==> src/rtl/sysbus_line_fetch_pkg.sv <==
// Shared Sysbus definitions for the line-fill engine: tag type codes,
// FSM state encoding and the line-alignment helper.
package sysbus_pkg;

    localparam logic [3:0] REQ_READ      = 4'h1;
    localparam logic [3:0] REQ_WRITE     = 4'h2;
    localparam logic [3:0] REQ_MASK_TYPE = 4'hf;

    // Widest address the alignment helper handles; callers cast in and out.
    localparam int unsigned ALIGN_W = 128;

    typedef enum logic [1:0] {
        IDLE,
        REQ,
        RESP,
        DONE
    } fetch_state_e;

    // Clears the byte-offset-within-line bits; beats and data_width are powers of two.
    function automatic logic [ALIGN_W-1:0] line_align(
        input logic [ALIGN_W-1:0] addr,
        input int unsigned        beats,
        input int unsigned        data_width
    );
        logic [ALIGN_W-1:0] line_bytes;
        line_bytes = ALIGN_W'(beats * data_width / 8);
        return addr & ~(line_bytes - ALIGN_W'(1));
    endfunction

endpackage

==> src/rtl/sysbus_line_fetch_if.sv <==
// Client fill handshake plus Sysbus request/response channels of the
// line-fill engine. master = engine side, slave = client/uncore side.
interface sysbus_line_fetch_if #(
    parameter int unsigned DATA_WIDTH = 64,
    parameter int unsigned TAG_WIDTH  = 13,
    parameter int unsigned BEATS      = 8
);
    logic                        fill_valid;
    logic [DATA_WIDTH-1:0]       fill_addr;
    logic                        fill_ready;

    logic                        line_valid;
    logic [DATA_WIDTH-1:0]       line_addr;
    logic [DATA_WIDTH*BEATS-1:0] line_data;
    logic                        line_ready;

    logic [DATA_WIDTH-1:0]       req;
    logic [TAG_WIDTH-1:0]        reqtag;
    logic                        reqcyc;
    logic                        reqack;

    logic [DATA_WIDTH-1:0]       resp;
    logic [TAG_WIDTH-1:0]        resptag;
    logic                        respcyc;
    logic                        respack;

    modport master (
        input  fill_valid, fill_addr, line_ready, reqack, resp, resptag, respcyc,
        output fill_ready, line_valid, line_addr, line_data, req, reqtag, reqcyc, respack
    );

    modport slave (
        output fill_valid, fill_addr, line_ready, reqack, resp, resptag, respcyc,
        input  fill_ready, line_valid, line_addr, line_data, req, reqtag, reqcyc, respack
    );

endinterface

==> src/rtl/sysbus_line_fetch_line_assembler.sv <==
// Beat counter and slot register that collects BEATS response beats into
// one line; full marks the write that completes the line.
module line_assembler #(
    parameter int unsigned DATA_WIDTH = 64,
    parameter int unsigned BEATS      = 8
) (
    input  logic                        clk,
    input  logic                        rst_n,
    input  logic                        clr,
    input  logic                        we,
    input  logic [DATA_WIDTH-1:0]       beat,
    output logic                        full,
    output logic [DATA_WIDTH*BEATS-1:0] line
);

    localparam int unsigned CW = $clog2(BEATS);

    logic [CW-1:0]               cnt;
    logic [DATA_WIDTH*BEATS-1:0] slots;

    assign full = we && (cnt == CW'(BEATS - 1));
    assign line = slots;

    always_ff @(posedge clk) begin
        if (!rst_n) begin
            cnt   <= '0;
            slots <= '0;
        end else if (clr) begin
            cnt <= '0;
        end else if (we) begin
            slots[cnt*DATA_WIDTH +: DATA_WIDTH] <= beat;
            cnt <= full ? '0 : cnt + CW'(1);
        end
    end

endmodule

==> src/rtl/sysbus_line_fetch.sv <==
// Read-miss line-fill engine: one tagged Sysbus read per client request,
// collects BEATS matching-tag response beats and hands back the line.
module sysbus_line_fetch
    import sysbus_pkg::*;
#(
    parameter int unsigned           DATA_WIDTH = 64,
    parameter int unsigned           TAG_WIDTH  = 13,
    parameter int unsigned           BEATS      = 8,
    parameter logic [TAG_WIDTH-5:0]  TAG_ID     = (TAG_WIDTH-4)'(1)
) (
    input  logic                 clk,
    input  logic                 reset,
    sysbus_line_fetch_if.master  bus
);

    localparam logic [TAG_WIDTH-1:0] ISSUE_TAG = {REQ_READ, TAG_ID};

    fetch_state_e state, state_nx;

    logic                        fill_ready_c;
    logic                        reqcyc_c;
    logic                        respack_c;
    logic                        line_valid_c;
    logic                        accept_fill;
    logic                        line_full;
    logic [DATA_WIDTH-1:0]       aligned;
    logic [DATA_WIDTH-1:0]       req_q;
    logic [DATA_WIDTH-1:0]       line_addr_q;
    logic [TAG_WIDTH-1:0]        reqtag_q;
    logic [DATA_WIDTH*BEATS-1:0] line_q;

    assign aligned = DATA_WIDTH'(line_align(ALIGN_W'(bus.fill_addr), BEATS, DATA_WIDTH));

    always_ff @(posedge clk) begin
        if (!reset) state <= IDLE;
        else        state <= state_nx;
    end

    always_comb begin
        state_nx     = state;
        fill_ready_c = 1'b0;
        reqcyc_c     = 1'b0;
        respack_c    = 1'b0;
        line_valid_c = 1'b0;
        accept_fill  = 1'b0;
        unique case (state)
            IDLE: begin
                fill_ready_c = 1'b1;
                if (bus.fill_valid) begin
                    accept_fill = 1'b1;
                    state_nx    = REQ;
                end
            end
            REQ: begin
                reqcyc_c = 1'b1;
                if (bus.reqack) state_nx = RESP;
            end
            RESP: begin
                // Foreign-tag beats belong to another requester and are left unacknowledged.
                respack_c = bus.respcyc && (bus.resptag == ISSUE_TAG);
                if (line_full) state_nx = DONE;
            end
            DONE: begin
                line_valid_c = 1'b1;
                if (bus.line_ready) state_nx = IDLE;
            end
            default: state_nx = IDLE;
        endcase
    end

    always_ff @(posedge clk) begin
        if (!reset) begin
            req_q       <= '0;
            line_addr_q <= '0;
            reqtag_q    <= '0;
        end else if (accept_fill) begin
            req_q       <= aligned;
            line_addr_q <= aligned;
            reqtag_q    <= ISSUE_TAG;
        end
    end

    line_assembler #(
        .DATA_WIDTH (DATA_WIDTH),
        .BEATS      (BEATS)
    ) u_asm (
        .clk   (clk),
        .rst_n (reset),
        .clr   (accept_fill),
        .we    (respack_c),
        .beat  (bus.resp),
        .full  (line_full),
        .line  (line_q)
    );

    assign bus.fill_ready = fill_ready_c;
    assign bus.reqcyc     = reqcyc_c;
    assign bus.respack    = respack_c;
    assign bus.line_valid = line_valid_c;
    assign bus.req        = req_q;
    assign bus.reqtag     = reqtag_q;
    assign bus.line_addr  = line_addr_q;
    assign bus.line_data  = line_q;

endmodule

==> src/flat_wrapper.sv <==
// flat-port wrapper written by rule: the top's interface ports become plain ports
module sysbus_line_fetch_flat import sysbus_pkg::*;
#(
    parameter int unsigned           DATA_WIDTH = 64,
    parameter int unsigned           TAG_WIDTH  = 13,
    parameter int unsigned           BEATS      = 8,
    parameter logic [TAG_WIDTH-5:0]  TAG_ID     = (TAG_WIDTH-4)'(1)
)
  (clk, reset, bus_fill_valid, bus_fill_addr, bus_line_ready, bus_reqack, bus_resp, bus_resptag, bus_respcyc, bus_fill_ready, bus_line_valid, bus_line_addr, bus_line_data, bus_req, bus_reqtag, bus_reqcyc, bus_respack);
  sysbus_line_fetch_if #(.DATA_WIDTH(DATA_WIDTH), .TAG_WIDTH(TAG_WIDTH), .BEATS(BEATS)) bus_i ();
  input  logic clk;
  input  logic reset;
  input wire logic [$bits(bus_i.fill_valid)-1:0] bus_fill_valid;
  input wire logic [$bits(bus_i.fill_addr)-1:0] bus_fill_addr;
  input wire logic [$bits(bus_i.line_ready)-1:0] bus_line_ready;
  input wire logic [$bits(bus_i.reqack)-1:0] bus_reqack;
  input wire logic [$bits(bus_i.resp)-1:0] bus_resp;
  input wire logic [$bits(bus_i.resptag)-1:0] bus_resptag;
  input wire logic [$bits(bus_i.respcyc)-1:0] bus_respcyc;
  output wire logic [$bits(bus_i.fill_ready)-1:0] bus_fill_ready;
  output wire logic [$bits(bus_i.line_valid)-1:0] bus_line_valid;
  output wire logic [$bits(bus_i.line_addr)-1:0] bus_line_addr;
  output wire logic [$bits(bus_i.line_data)-1:0] bus_line_data;
  output wire logic [$bits(bus_i.req)-1:0] bus_req;
  output wire logic [$bits(bus_i.reqtag)-1:0] bus_reqtag;
  output wire logic [$bits(bus_i.reqcyc)-1:0] bus_reqcyc;
  output wire logic [$bits(bus_i.respack)-1:0] bus_respack;
  assign bus_i.fill_valid = bus_fill_valid;
  assign bus_i.fill_addr = bus_fill_addr;
  assign bus_i.line_ready = bus_line_ready;
  assign bus_i.reqack = bus_reqack;
  assign bus_i.resp = bus_resp;
  assign bus_i.resptag = bus_resptag;
  assign bus_i.respcyc = bus_respcyc;
  assign bus_fill_ready = bus_i.fill_ready;
  assign bus_line_valid = bus_i.line_valid;
  assign bus_line_addr = bus_i.line_addr;
  assign bus_line_data = bus_i.line_data;
  assign bus_req = bus_i.req;
  assign bus_reqtag = bus_i.reqtag;
  assign bus_reqcyc = bus_i.reqcyc;
  assign bus_respack = bus_i.respack;
  sysbus_line_fetch #(.DATA_WIDTH(DATA_WIDTH), .TAG_WIDTH(TAG_WIDTH), .BEATS(BEATS), .TAG_ID(TAG_ID)) u_core (.clk(clk), .reset(reset), .bus(bus_i));
endmodule
==> config.mk <==
export PLATFORM = sky130hd
export DESIGN_NAME = sysbus_line_fetch_flat
export DESIGN_NICKNAME = d
export VERILOG_FILES = /design/src/rtl/sysbus_line_fetch_pkg.sv /design/src/rtl/sysbus_line_fetch_if.sv /design/src/rtl/sysbus_line_fetch_line_assembler.sv /design/src/rtl/sysbus_line_fetch.sv /design/src/flat_wrapper.sv
export SDC_FILE = /design/constraint.sdc
export NUM_CORES = 1
export LEC_CHECK = 0
export BUFFER_PORTS_ARGS = -buffer_cell sky130_fd_sc_hd__buf_2
export CORE_AREA = 4 4 314 316
export DETAILED_ROUTE_END_ITERATION = 10
export DIE_AREA = 0 0 318 320
export PLACE_DENSITY = 0.42
export SYNTH_ARGS = -nofsm -noshare
export SYNTH_HDL_FRONTEND = slang
export SYNTH_SLANG_ARGS = --single-unit
export TNS_END_PERCENT = 100
==> constraint.sdc <==
create_clock -name clk -period 2.95 [get_ports clk]
set_input_delay 0.295 -clock clk [delete_from_list [all_inputs] [get_ports clk]]
set_output_delay 0.295 -clock clk [all_outputs]
set_load 0.1 [all_outputs]
Yosys cells after proc, flatten, opt, wreduce, memory -nomap -nowiden
Index checks and enable logic that the tools add are counted.

storage, ports and cells
  register bits after elaboration = 576
  output and inout bits = 657

cells by class
  $add $sub $neg = 2
  equal/unequal tests = 9
  shifts and indexed selects = 2
  mux-type cells = 13
  bitwise gates (word level) = 2
  reductions and logical operators = 6

operators by type and width
  kind                                                     count
  bitwise mux 512 bit                                      1
  variable shift 64 x 34 -> 512 bit, first input constant  1
  indexed part select 64 x 34 -> 512 bit                   1
  negator 9 -> 34 bit                                      1
  == test 13 x 10 -> 1 bit, second input constant          1
  two-way mux 2 bit                                        4
  != test 2 bit, second input constant                     4
  one-hot mux 2 bit (4 select lines)                       1
  two-way mux 1 bit                                        6
  == test 2 bit, second input constant                     2
  AND reduction 4 bit                                      1
  adder 3 x 1 -> 3 bit, second input constant              1
  == test 3 bit, second input constant                     1
  two-way mux 3 bit                                        1
  == test 2 x 1 -> 1 bit, second input constant            1
  logical AND 1 bit                                        2
  logical NOT 2 bit                                        1
  NOT 1 bit                                                2
  AND reduction 2 bit                                      1
  OR reduction 2 bit                                       1

Logic depth before layout (Yosys ltp)
Gate-level depths: netlist of run 1.

  depth in word-level cells = 6
  gate-level depth with buffers = 10

Modules after synthesis
Synthesis of run 1 repeated with hierarchy kept, for this count alone.

second synthesis, totals
  cells, all modules = 2472
  area, all modules = 22944.5 um^2

by module, submodules not included
  module             instances  cells each  area each (um^2)
  line_assembler     1          2109        19915.4
  sysbus_line_fetch  1          363         3029.2

Worst setup path after synthesis of run 1
OpenSTA, ideal clock, no wires.

  path kind = register -> register
  start point = register u_core.state[0]
  end point = register u_core.u_asm.slots[132] (netlist: u_core.u_asm.line[132])
  arrival = 2447 ps
  setup slack = 382 ps
  cell stages (with the launch flop) = 9
  buffers on the path = 2
  clock period less this slack = 2568 ps
  path through = dfxtp_1 inv_1 ha_1 nand2_1 nand3_2 or4_1 buf_4 buf_6 mux2i_1

on the way
  cells in the longest elaborated chain, start to end = 4

ends and longest elaborated chain
  element                                 RTL line                                text
  from (decl)                             sysbus_line_fetch.sv:18                 fetch_state_e state, state_nx;
  from (signal assigned)                  sysbus_line_fetch.sv:36                 else state <= state_nx;
  logical NOT 2 bit                       sysbus_line_fetch.sv:46                 unique case (state)
  two-way mux 1 bit                       sysbus_line_fetch.sv:46
  NOT 1 bit (no source line)              --
  AND reduction 2 bit (no source line) *  --
  to (signal, indexed assignment)         sysbus_line_fetch_line_assembler.sv:31  slots[cnt*DATA_WIDTH +: DATA_WIDTH] <= beat;
  to (decl)                               sysbus_line_fetch_line_assembler.sv:19  logic [DATA_WIDTH*BEATS-1:0] slots;

Mark *: on every way between the ends. The rest lies on a longest branch, timed or not.
A chain may end at the register's enable or synchronous reset.

Final worst setup path of run 1
  start point = register u_core.u_asm.cnt[1]
  end point = register u_core.u_asm.slots[465] (netlist: u_core.u_asm.line[465])

on the way
  cells in the longest elaborated chain, start to end = 3

ends and longest elaborated chain
  element                                                                                      RTL line                                text
  from (decl)                                                                                  sysbus_line_fetch_line_assembler.sv:18  logic [CW-1:0] cnt;
  from (signal assigned)                                                                       sysbus_line_fetch_line_assembler.sv:32  cnt <= full ? '0 : cnt + CW'(1);
  negator 9 -> 34 bit *                                                                        sysbus_line_fetch_line_assembler.sv:31
  indexed part select 64 x 34 -> 512 bit or variable shift 64 x 34 -> 512 bit (tied branches)  sysbus_line_fetch_line_assembler.sv:31
  bitwise mux 512 bit *                                                                        sysbus_line_fetch_line_assembler.sv:31

Marked as above.

==> flow_summary.ini, run 1 <==
[clock_tree]
clk_pin_slew_ns = 0.06
clock_insertion_delay_worst_skew_ns = 0.64
cts.path.max_buffers = 3
cts_root_buffer = clkbuf_16
cts.hold.buffers_added = 121
tritoncts.num_buffers = 71
post-cts-setup-buffer-count = 0
post_cts.resized_instances = 0
cts_tree = built
h-tree-depth = 3
clkSinkCount = 576

[critical_path]
worstPathCellList = inv_1 -> ha_1 -> ha_1 -> or3_1 -> nor4_2 -> buf_4 -> buf_12 -> mux2i_1
setup.worst_path.end_class = register
cell_repeated_most_along_the_worst_path = ha_1
crit_path_max_incr_delay_ns = 0.50
reg2reg_slack_ns = 0.23
worst_path_max_delay_cell = nor4_2
crit_path_max_fanout = 25
critical_path.startpoint = u_core.u_asm.cnt[1]$_SDFFE_PP0P_
cp.arrival_ns = 3.25
critPathKind = reg2reg
r2r_start = u_core.u_asm.cnt[1]$_SDFFE_PP0P_
cp.required_ns = 3.48
setup.worst_path.start_class = register

[placed_design]
dpl.hpwl_mm = 67.16
placement.setup.worst_slack_ns = 0.1657
placedInstanceArea_mm2 = 0.02707
place_congestion = 0.7923
total_of_buffers_placed_on_input_and_output_ports = 774
numPlacedInstances = 4170

[synth]
synth_cell_types = 38
synth_area_leaders = dfxtp_1 52%, mux2i_1 20%, nand2_1 12%, buf_4 3.1%, o211ai_1 2.2%
post-synth-top-area-cell = dfxtp_1
post_synth_inst_count = 2290
synth-warning-count = 0
synth_edf_count = 0
netlist_area_mm2 = 0.02205
register_area_share_after_synthesis = 0.5230
synth_top_area_frac = 0.5230
postSynth.asyncResetShare = 0
synth_flop_cell = dfxtp_1
synth-seq-cells = 576
synth.avg_cell_area_um2 = 9.627

[timing]
worst-slew-pin-transition_ns = 1.079
finalSetupViolCount = 0
finClkSkew_ns = 0.03317
min_period_ns = 2.720
finalMaxSlewViolations = 0
worst_slew_margin_rel = 0.2806
post-route-worst-setup-slack_ns = 0.2300
report.final.hold_viol_count = 0
finalCritPeriodShare = 0.9220
setup_tns_ns = 0
max_clock_freq_mhz = 367.6
grt_setup_unrepaired = false

[power_and_ir_drop]
vdd.ir_drop.worst_mv = 0.3713
power_density_mw_per_mm2 = 680.6
leakagePower_nw = 13.22

[global_route]
first_global_vias = 19120
grt_overflow_total = 0
groute.usage.overall = 0.1776
antenna_found_initial = 4
grt_start_max_net_pins = 121
grt_first_pass_wirelength_mm = 136.2

[die]
die_height_um = 320
design.die.area_mm2 = 0.1018
fp.dieW_um = 318
core.rowCount = 114
floorplan.core_area_mm2 = 0.09599
initial_core_util = 0.2297
num_io_pins = 804

[route]
detail_route.first_pass.iterations = 4
routedWlPerCell_um = 21.19
route.final.wire_length_mm = 93.72
post_drt_via_cell_ratio = 4.230
drc = 0
detailedRoute.firstIterationViolations = 990
route.vias.total = 18710
postRouteAntennaNets = 0

[cells_and_area]
filler_cell_count = 10110
final_design_area_no_fill_mm2 = 0.03066
fraction_of_layout_cells_with_a_size_suffix_above_1 = 0.3072
multi_input_comb_area_mm2 = 0.009251
layoutNonFillerInstCount = 4423
layout.area.seq_mm2 = 0.01153
areaGrowthSynthToFinish_pct = 39.07
design.final.nets = 3243

[hold_path]
class_of_the_tightest_hold_or_removal_check = in2reg
start_point_of_the_worst_hold_path = bus_resp[11]

[run_status]
run_status = finished clean

[run]
reported_max_cap_violation_count = 0
==> cell type report <==
type | count | share of cell area
diodes | 2 | 0.0001632
inverters | 6 | 0.0007346
clock buffers | 107 | 0.06897
clock inverters | 23 | 0.008448
repair buffers | 959 | 0.1916
flip-flops and latches | 576 | 0.3762
multi-input cells | 1474 | 0.3017
well taps | 1276 | 0.05207
==> critical path, delay by kind of cell (launching register included) <==
family,cells,cell delay (ns)
buf+inv,3,0.54
simple gates,2,0.91
fa+ha+maj,2,0.42
mux,1,0.23
flops,1,0.46
==> final timing paths <==
| check | to | cells after the start |
|---|---|---|
| worst max-delay path | u_core.u_asm.line[465]$_SDFFE_PN0P_ | 8 |
| worst min-delay path | u_core.u_asm.line[139]$_SDFFE_PN0P_ | 3 |
| worst max register to register | u_core.u_asm.line[465]$_SDFFE_PN0P_ | 8 |
| worst min register to register | u_core.u_asm.line[0]$_SDFFE_PN0P_ | 2 |
==> cells by family (layout without fill, tap and decap cells) <==
| kind of cell | count (synthesis) | in the layout | share of synthesized area |
|---|---|---|---|
| AND/OR/NAND/NOR | 798 | 798 | 0.1447 |
| flip-flops | 576 | 576 | 0.5230 |
| multiplexers | 450 | 450 | 0.2043 |
| buffers and inverters | 262 | 1095 | 0.06413 |
| AO/OA/AOI/OAI | 195 | 195 | 0.05914 |
| adder cells (fa/ha/maj) | 8 | 8 | 0.004540 |
| other | 1 | 25 | 0.0001701 |
==> state kept, by name, indices dropped and copies added (netlist names) <==
register / count
u_core.u_asm.line: 512
u_core.bus.reqtag: 1
u_core.bus.req: 58
u_core.state: 2
u_core.u_asm.cnt: 3
==> cell usage after synthesis, drive strengths merged (2+ instances only) <==
library cell  number
nand2            702
dfxtp            576
mux2i            450
buf              147
clkbuf           109
o21ai             65
o211ai            64
a21boi            59
nand3             59
ha                 8
nor4               8
inv                6
nor2               6
nor2b              3
nor4b              3
and4               2
nand2b             2
nand3b             2
nand4              2
nor3               2
nor3b              2
or3                2
==> through the flow <==
step / power [mW] / utilization / hold slack, ns
after global placement: 12.10 / 0.2820 / 0.4396
after global routing: 21.65 / 0.3194 / 0.04367
after floorplan: 11.44 / - / 0.4349
after detailed placement: 12.09 / 0.2820 / 0.4428
after CTS: 21.22 / 0.3193 / 0.005093
final: 20.87 / 0.3194 / 0.06886
==> cells in the final DEF (no fill, tap or decap), types with 2 or more instances in the layout <==
| cell | Yosys | layout |
|---|---|---|
| dfxtp_1 | 576 | 575 |
| nand3b_1 | 2 | 2 |
| nor4_1 | 8 | 3 |
| nand4_1 | 2 | 2 |
| clkinv_2 | 0 | 11 |
| o211ai_1 | 64 | 64 |
| diode_2 | 0 | 2 |
| clkinvlp_4 | 0 | 2 |
| nor4b_1 | 2 | 2 |
| a21boi_0 | 59 | 59 |
| nor2_1 | 6 | 6 |
| clkbuf_1 | 109 | 18 |
| and4_1 | 2 | 2 |
| nor2b_1 | 3 | 3 |
| bufinv_16 | 0 | 3 |
| nand3_1 | 58 | 58 |
| ha_1 | 8 | 8 |
| conb_1 | 1 | 23 |
| buf_2 | 35 | 773 |
| nand2b_1 | 2 | 2 |
| clkbuf_16 | 0 | 73 |
| clkbuf_8 | 0 | 16 |
| buf_12 | 0 | 24 |
| buf_4 | 91 | 40 |
| clkinv_8 | 0 | 2 |
| mux2i_1 | 450 | 450 |
| dlygate4sd3_1 | 0 | 121 |
| nor4_2 | 0 | 5 |
| inv_1 | 6 | 6 |
| nand2_1 | 702 | 701 |
| o21ai_0 | 65 | 65 |
| inv_6 | 0 | 2 |
| inv_16 | 0 | 2 |
==> power by group <==
| group | switching [mW] | internal [mW] |
|---|---|---|
| logic | 3.28 | 0.630 |
| clock network | 3.60 | 5.26 |
| registers | 0.149 | 7.94 |
| total | 7.03 | 13.8 |
==> per-layer routing <==
layer  track usage  part of all wire  up-vias
met5             0                 0        -
met4       0.05748             0.027        0
met3       0.05619             0.071      106
met2        0.3142              0.50      568
met1        0.2034              0.40     8869
li1              -                 -     9167
No activity file was read; power rests on OpenSTA's default activity.
==> run 2: changes to the inputs <==
==> constraint.sdc (replaced) <==
create_clock -name clk -period 2.95 [get_ports clk]
set_input_delay 0.1475 -clock clk [delete_from_list [all_inputs] [get_ports clk]]
set_output_delay 0.1475 -clock clk [all_outputs]
set_load 0.1 [all_outputs]
==> run 2 against run 1 <==
Effect of this change:
- first-iteration DRC count rose by 1.1%
- critical path depth did not move
- global-route usage fell by 0.21 points
- count of clock-buffer cells in the layout fell by 10
- largest cell class unchanged
==> flow_summary.ini, run 2 (synthesis results as in run 1) <==
[run]
reported_max_cap_violation_count = 0

[cells_and_area]
largest_register_ff_count = 512
final_cell_mix = 773 x buf_2, 701 x nand2_1, 575 x dfxtp_1
multi_input_comb_area_mm2 = 0.009260
finish.utilization = 0.3174
final_design_area_no_fill_mm2 = 0.03047
filler_cell_count = 10110
layout_commonest_cell = buf_2
fraction_of_layout_cells_with_a_size_suffix_above_1 = 0.3030
layout.area.seq_mm2 = 0.01153
design.final.nets = 3230
areaGrowthSynthToFinish_pct = 38.20

[route]
routedWlPerCell_um = 21.11
route.vias.total = 18700
drc = 0
detail_route.first_pass.iterations = 4
postRouteAntennaNets = 0
route.final.wire_length_mm = 92.85
detailedRoute.firstIterationViolations = 1001
post_drt_via_cell_ratio = 4.251

[critical_path]
crit_path_max_incr_delay_ns = 0.61
cp.required_ns = 3.48
worst_path_max_delay_cell = nor4_2
r2r_start = u_core.state[0]$_SDFFE_PN0P_
critPathKind = reg2reg
cp.arrival_ns = 3.29
setup.worst_path.start_class = register
critical_path.startpoint = u_core.state[0]$_SDFFE_PN0P_
setup.worst_path.end_class = register
crit_path_max_fanout = 24
worstPathCellList = inv_1 -> ha_1 -> and4bb_2 -> nand3_2 -> nor4_2 -> buf_4 -> buf_12 -> mux2i_1

[clock_tree]
cts_root_buffer = clkbuf_16
h-tree-depth = 3
tritoncts.num_buffers = 71
clock_insertion_delay_worst_skew_ns = 0.62
post-cts-setup-buffer-count = 0
cts_tree = built
clk_pin_slew_ns = 0.06
clkSinkCount = 576
cts.path.max_buffers = 3

[timing]
min_period_ns = 2.758
finalMaxSlewViolations = 0
finalSetupViolCount = 0
worst_slew_margin_rel = 0.5049
report.final.hold_viol_count = 0
finalCritPeriodShare = 0.9347
grt_setup_unrepaired = false
finClkSkew_ns = 0.01769
max_clock_freq_mhz = 362.6
worst-slew-pin-transition_ns = 0.7427

[die]
design.die.area_mm2 = 0.1018
core.rowCount = 114
num_io_pins = 804
initial_core_util = 0.2297
fp.dieW_um = 318
die_height_um = 320
floorplan.core_area_mm2 = 0.09599

[power_and_ir_drop]
p_total_mw = 20.53
vdd.ir_drop.worst_mv = 0.3599
leakagePower_nw = 13.11
power_density_mw_per_mm2 = 673.9

[placed_design]
total_of_buffers_placed_on_input_and_output_ports = 774
placedInstanceArea_mm2 = 0.02693
dpl.hpwl_mm = 65.59
place_congestion = 0.7809

[global_route]
grt_first_pass_wirelength_mm = 134.5
grt_start_max_net_pins = 147
antenna_found_initial = 4
first_global_vias = 18930
grt_overflow_total = 0
groute.usage.overall = 0.1755

[run_status]
run_status = finished clean

[hold_path]
class_of_the_tightest_hold_or_removal_check = in2reg
start_point_of_the_worst_hold_path = bus_resptag[5]
## run 2: cell count changes in the layout (fill, tap and decap cells not counted), sizes merged
cell	delta
inv	-1
buf	-19
clkinv	+4
clkbuf	-10
clkinvlp	-2
bufinv	-1
dlygate4sd3	+6
diode	-1
## run 2: worst max-delay path: cells and delay by family, from the launching register on
kind | cells | cell delay (ns)
adder cells (fa/ha/maj) | 1 | 0.26
buffers and inverters | 3 | 0.58
flip-flops | 1 | 0.34
multiplexers | 1 | 0.23
AND/OR/NAND/NOR | 3 | 1.21
## run 2: final cells by class
type / instances / area share
Sequential cell: 576 / 0.3786
Inverter: 6 / 0.0007392
Multi-Input combinational cell: 1474 / 0.3039
Timing Repair Buffer: 946 / 0.1901
Clock inverter: 23 / 0.006283
Tap cell: 1276 / 0.05240
Clock buffer: 97 / 0.06784
Antenna cell: 1 / 0.00008213
## run 2: per-stage QoR
| stage | setup slack [ns] | setup TNS, ns | hold slack [ns] | std cells |
|---|---|---|---|---|
| final | 0.1925 | 0 | 0.1756 | 4399 |
| after global routing | 0.04124 | 0 | 0.1739 | 4399 |
| after CTS | 0.1512 | 0 | 0.1119 | 4398 |
| after detailed placement | 0.004409 | 0 | 0.4075 | 4151 |
| after global placement | -0.04112 | -0.4350 | 0.4059 | 4151 |
| after floorplan | 0.3817 | 0 | 0.2874 | 2312 |
## run 2: what timing repair did
action	in CTS	in global routing
endpoints found under the hold margin	536	0
gates resized for setup	1	0
endpoints found under the setup margin	7	0
hold buffers	127	0
## run 2: final timing paths
check	to	slack [ns]	cells past startpoint
setup / recovery	u_core.u_asm.line[114]$_SDFFE_PN0P_	0.19	8
hold / removal	u_core.u_asm.cnt[2]$_SDFFE_PP0P_	0.18	5
setup reg to reg	u_core.u_asm.line[114]$_SDFFE_PN0P_	0.19	8
hold reg to reg	u_core.u_asm.line[413]$_SDFFE_PN0P_	0.45	2
## run 2: report_power, final
group          internal [mW]  switching [mW]  total (mW)
Combinational          0.610            3.28        3.89
Sequential              7.94           0.151        8.10
Clock                   5.06            3.49        8.55
## run 2: metal layers
metal,GRT usage,up-vias,share of wire
met5,0,-,0
met4,0.06908,0,0.035
met3,0.05562,138,0.073
met2,0.3056,588,0.50
met1,0.2003,8854,0.40
li1,-,9122,-
==> run 3: changes to the inputs <==
--- a/config.mk
+++ b/config.mk
@@ -9,7 +9,7 @@
 export CORE_AREA = 4 4 314 316
 export DETAILED_ROUTE_END_ITERATION = 10
 export DIE_AREA = 0 0 318 320
-export PLACE_DENSITY = 0.42
+export PLACE_DENSITY_LB_ADDON = 0.12
 export SYNTH_ARGS = -nofsm -noshare
 export SYNTH_HDL_FRONTEND = slang
 export SYNTH_SLANG_ARGS = --single-unit
==> run 3 against run 2 <==
Effect of this change:
- first-iteration DRC count shrank 16%
- hold slack lost 0.084 ns
- clock skew decreased by 0.0023 ns
- non-clock buffer count rose by 2
- sequential cell count is the same
- wire length down 0.36%
- combinational power down 3%
- die area unchanged
- count of clock-buffer cells in the layout up 15
- cell area about the same
- sequential power barely moved
- via count is 1.0% higher
==> flow_summary.ini, run 3 (synthesis results as in run 1) <==
[die]
num_io_pins = 804
core.rowCount = 114
initial_core_util = 0.2297
die_height_um = 320
design.die.area_mm2 = 0.1018
fp.dieW_um = 318
floorplan.core_area_mm2 = 0.09599

[timing]
finalSetupViolCount = 0
final.hold.worst_slack_ns = 0.09151
min_period_ns = 2.774
finClkSkew_ns = 0.01540
worst_slew_margin_rel = 0.4232
max_clock_freq_mhz = 360.5
finalMaxSlewViolations = 0
worst-slew-pin-transition_ns = 0.8651
grt_setup_unrepaired = false
setup_tns_ns = 0
finalCritPeriodShare = 0.9404
report.final.hold_viol_count = 0

[clock_tree]
cts_tree = built
h-tree-depth = 3
post_cts.resized_instances = 0
tritoncts.num_buffers = 71
cts.hold.buffers_added = 126
clkSinkCount = 576
cts_root_buffer = clkbuf_16
cts.path.max_buffers = 3
clk_pin_slew_ns = 0.06
post-cts-setup-buffer-count = 0
clock_insertion_delay_worst_skew_ns = 0.62

[critical_path]
r2r_start = u_core.u_asm.cnt[1]$_SDFFE_PP0P_
setup.worst_path.end_class = register
worst_path_max_delay_cell = or4_4
cell_repeated_most_along_the_worst_path = ha_1
setup.worst_path.start_class = register
cp.required_ns = 3.44
crit_path_max_incr_delay_ns = 0.68
ff_to_ff_end = u_core.u_asm.line[165]$_SDFFE_PN0P_
cp.arrival_ns = 3.27
critical_path.n_buffers_inverters = 2
critPathKind = reg2reg
crit_path_max_fanout = 30
critical_path.startpoint = u_core.u_asm.cnt[1]$_SDFFE_PP0P_
cp_top_family = simple AND/OR/NAND/NOR gates
reg2reg_depth = 8
worstPathCellList = inv_1 -> ha_1 -> ha_1 -> nor2_1 -> o21ai_0 -> or4_4 -> buf_12 -> mux2i_1
reg2reg_slack_ns = 0.18

[hold_path]
hold_path_depth = 4
start_point_of_the_worst_hold_path = bus_reqack
class_of_the_tightest_hold_or_removal_check = in2reg
hold_path_endpoint = u_core.state[0]$_SDFFE_PN0P_

[route]
detailedRoute.firstIterationViolations = 839
postRouteAntennaNets = 0
route.final.wire_length_mm = 92.51
detail_route.first_pass.iterations = 5
drc = 0
post_drt_via_cell_ratio = 4.290
route.vias.total = 18890
routedWlPerCell_um = 21.01

[power_and_ir_drop]
comb_power_share = 0.183
p_sw_frac = 0.3297
pwr-share-seq = 0.393
cell_internal_pwr_mw = 13.78
power_density_mw_per_mm2 = 674.4
vdd.ir_drop.worst_mv = 0.3779
leakagePower_nw = 13.11
p_switching_mw = 6.775
clockPowerShare = 0.423

[cells_and_area]
design.final.nets = 3232
areaGrowthSynthToFinish_pct = 38.23
antennaDiodeCount = 0
largest_register_ff_count = 512
final_cell_mix = 773 x buf_2, 701 x nand2_1, 575 x dfxtp_1
filler_cell_count = 10080
layout_commonest_cell = buf_2
fraction_of_layout_cells_with_a_size_suffix_above_1 = 0.3008

[global_route]
groute.usage.overall = 0.1747
first_global_vias = 19310
grt_overflow_total = 0
grt_first_pass_wirelength_mm = 134.1
antenna_found_initial = 1
grt_start_max_net_pins = 145

[run]
reported_max_cap_violation_count = 0

[placed_design]
place_congestion = 0.8321
total_of_buffers_placed_on_input_and_output_ports = 774
dpl.hpwl_mm = 66.49

[run_status]
run_status = finished clean
-- run 3: cell types whose count changed in the layout (fill, tap and decap cells not counted), moves of 3 or more --
cell	delta
clkinv_2	-12
clkbuf_8	+3
clkbuf_1	+12
buf_12	-4
buf_4	+7
-- run 3: layout make-up --
cell class                 count  area, µm²  share of cell area
multi-input combinational   1474       9251              0.3036
tap                         1276       1597             0.05239
inverter                       6      22.52           0.0007390
timing repair buffer         948       5756              0.1889
clock inverter                12      160.2            0.005255
sequential                   576      11530              0.3785
clock buffer                 112       2153             0.07066
-- run 3: how the worst max path moves through the flow --
stage / to / slack (ns) / cells past startpoint
2_1_floorplan: u_core.u_asm.line[132]$_SDFFE_PN0P_ / 0.38 / 8
3_3_place_gp: u_core.u_asm.line[373]$_SDFFE_PN0P_ / 0.23 / 8
3_5_place_dp: u_core.u_asm.line[371]$_SDFFE_PN0P_ / 0.21 / 7
4_1_cts: u_core.u_asm.line[373]$_SDFFE_PN0P_ / 0.16 / 8
5_1_grt: u_core.u_asm.line[371]$_SDFFE_PN0P_ / 0.04 / 7
6_report: u_core.u_asm.line[165]$_SDFFE_PN0P_ / 0.18 / 8
-- run 3: layer usage --
layer | vias to the layer above | track usage | wire length (µm)
li1 | 9108 | - | -
met1 | 9047 | 0.1900 | 35420
met2 | 605 | 0.3167 | 47340
met3 | 131 | 0.05296 | 6407
met4 | 0 | 0.07039 | 3345
met5 | - | 0 | 0
-- run 3: stage by stage --
stage                     setup WS (ns)  total power, mW  utilization  cells  instance area, µm²
after floorplan                  0.3817            11.44            -   2312               22130
after global placement           0.2347            11.89       0.2802   4154               26900
after detailed placement         0.2099            11.92       0.2802   4154               26900
after CTS                        0.1590            20.93       0.3175   4404               30470
after global routing            0.04066            21.36       0.3175   4404               30470
final                            0.1759            20.55       0.3175   4404               30470
-- run 3: worst reg2reg max path, delay by kind of cell (launching register included) --
family	cells	cell delay, ns
flip-flops	1	0.48
buffers and inverters	2	0.36
AO/OA/AOI/OAI	1	0.19
adder cells (fa/ha/maj)	2	0.45
multiplexers	1	0.26
AND/OR/NAND/NOR	2	0.90
-- run 3: power by group through the flow --
stage | Combinational [mW] | Clock (mW) | Sequential, mW
floorplan | 2.15 | 0 | 9.29
global placement | 3.66 | 0 | 8.24
CTS | 3.80 | 9.05 | 8.08
finish | 3.77 | 8.70 | 8.08
detailed placement | 3.66 | 0 | 8.26
global route | 3.93 | 9.33 | 8.10
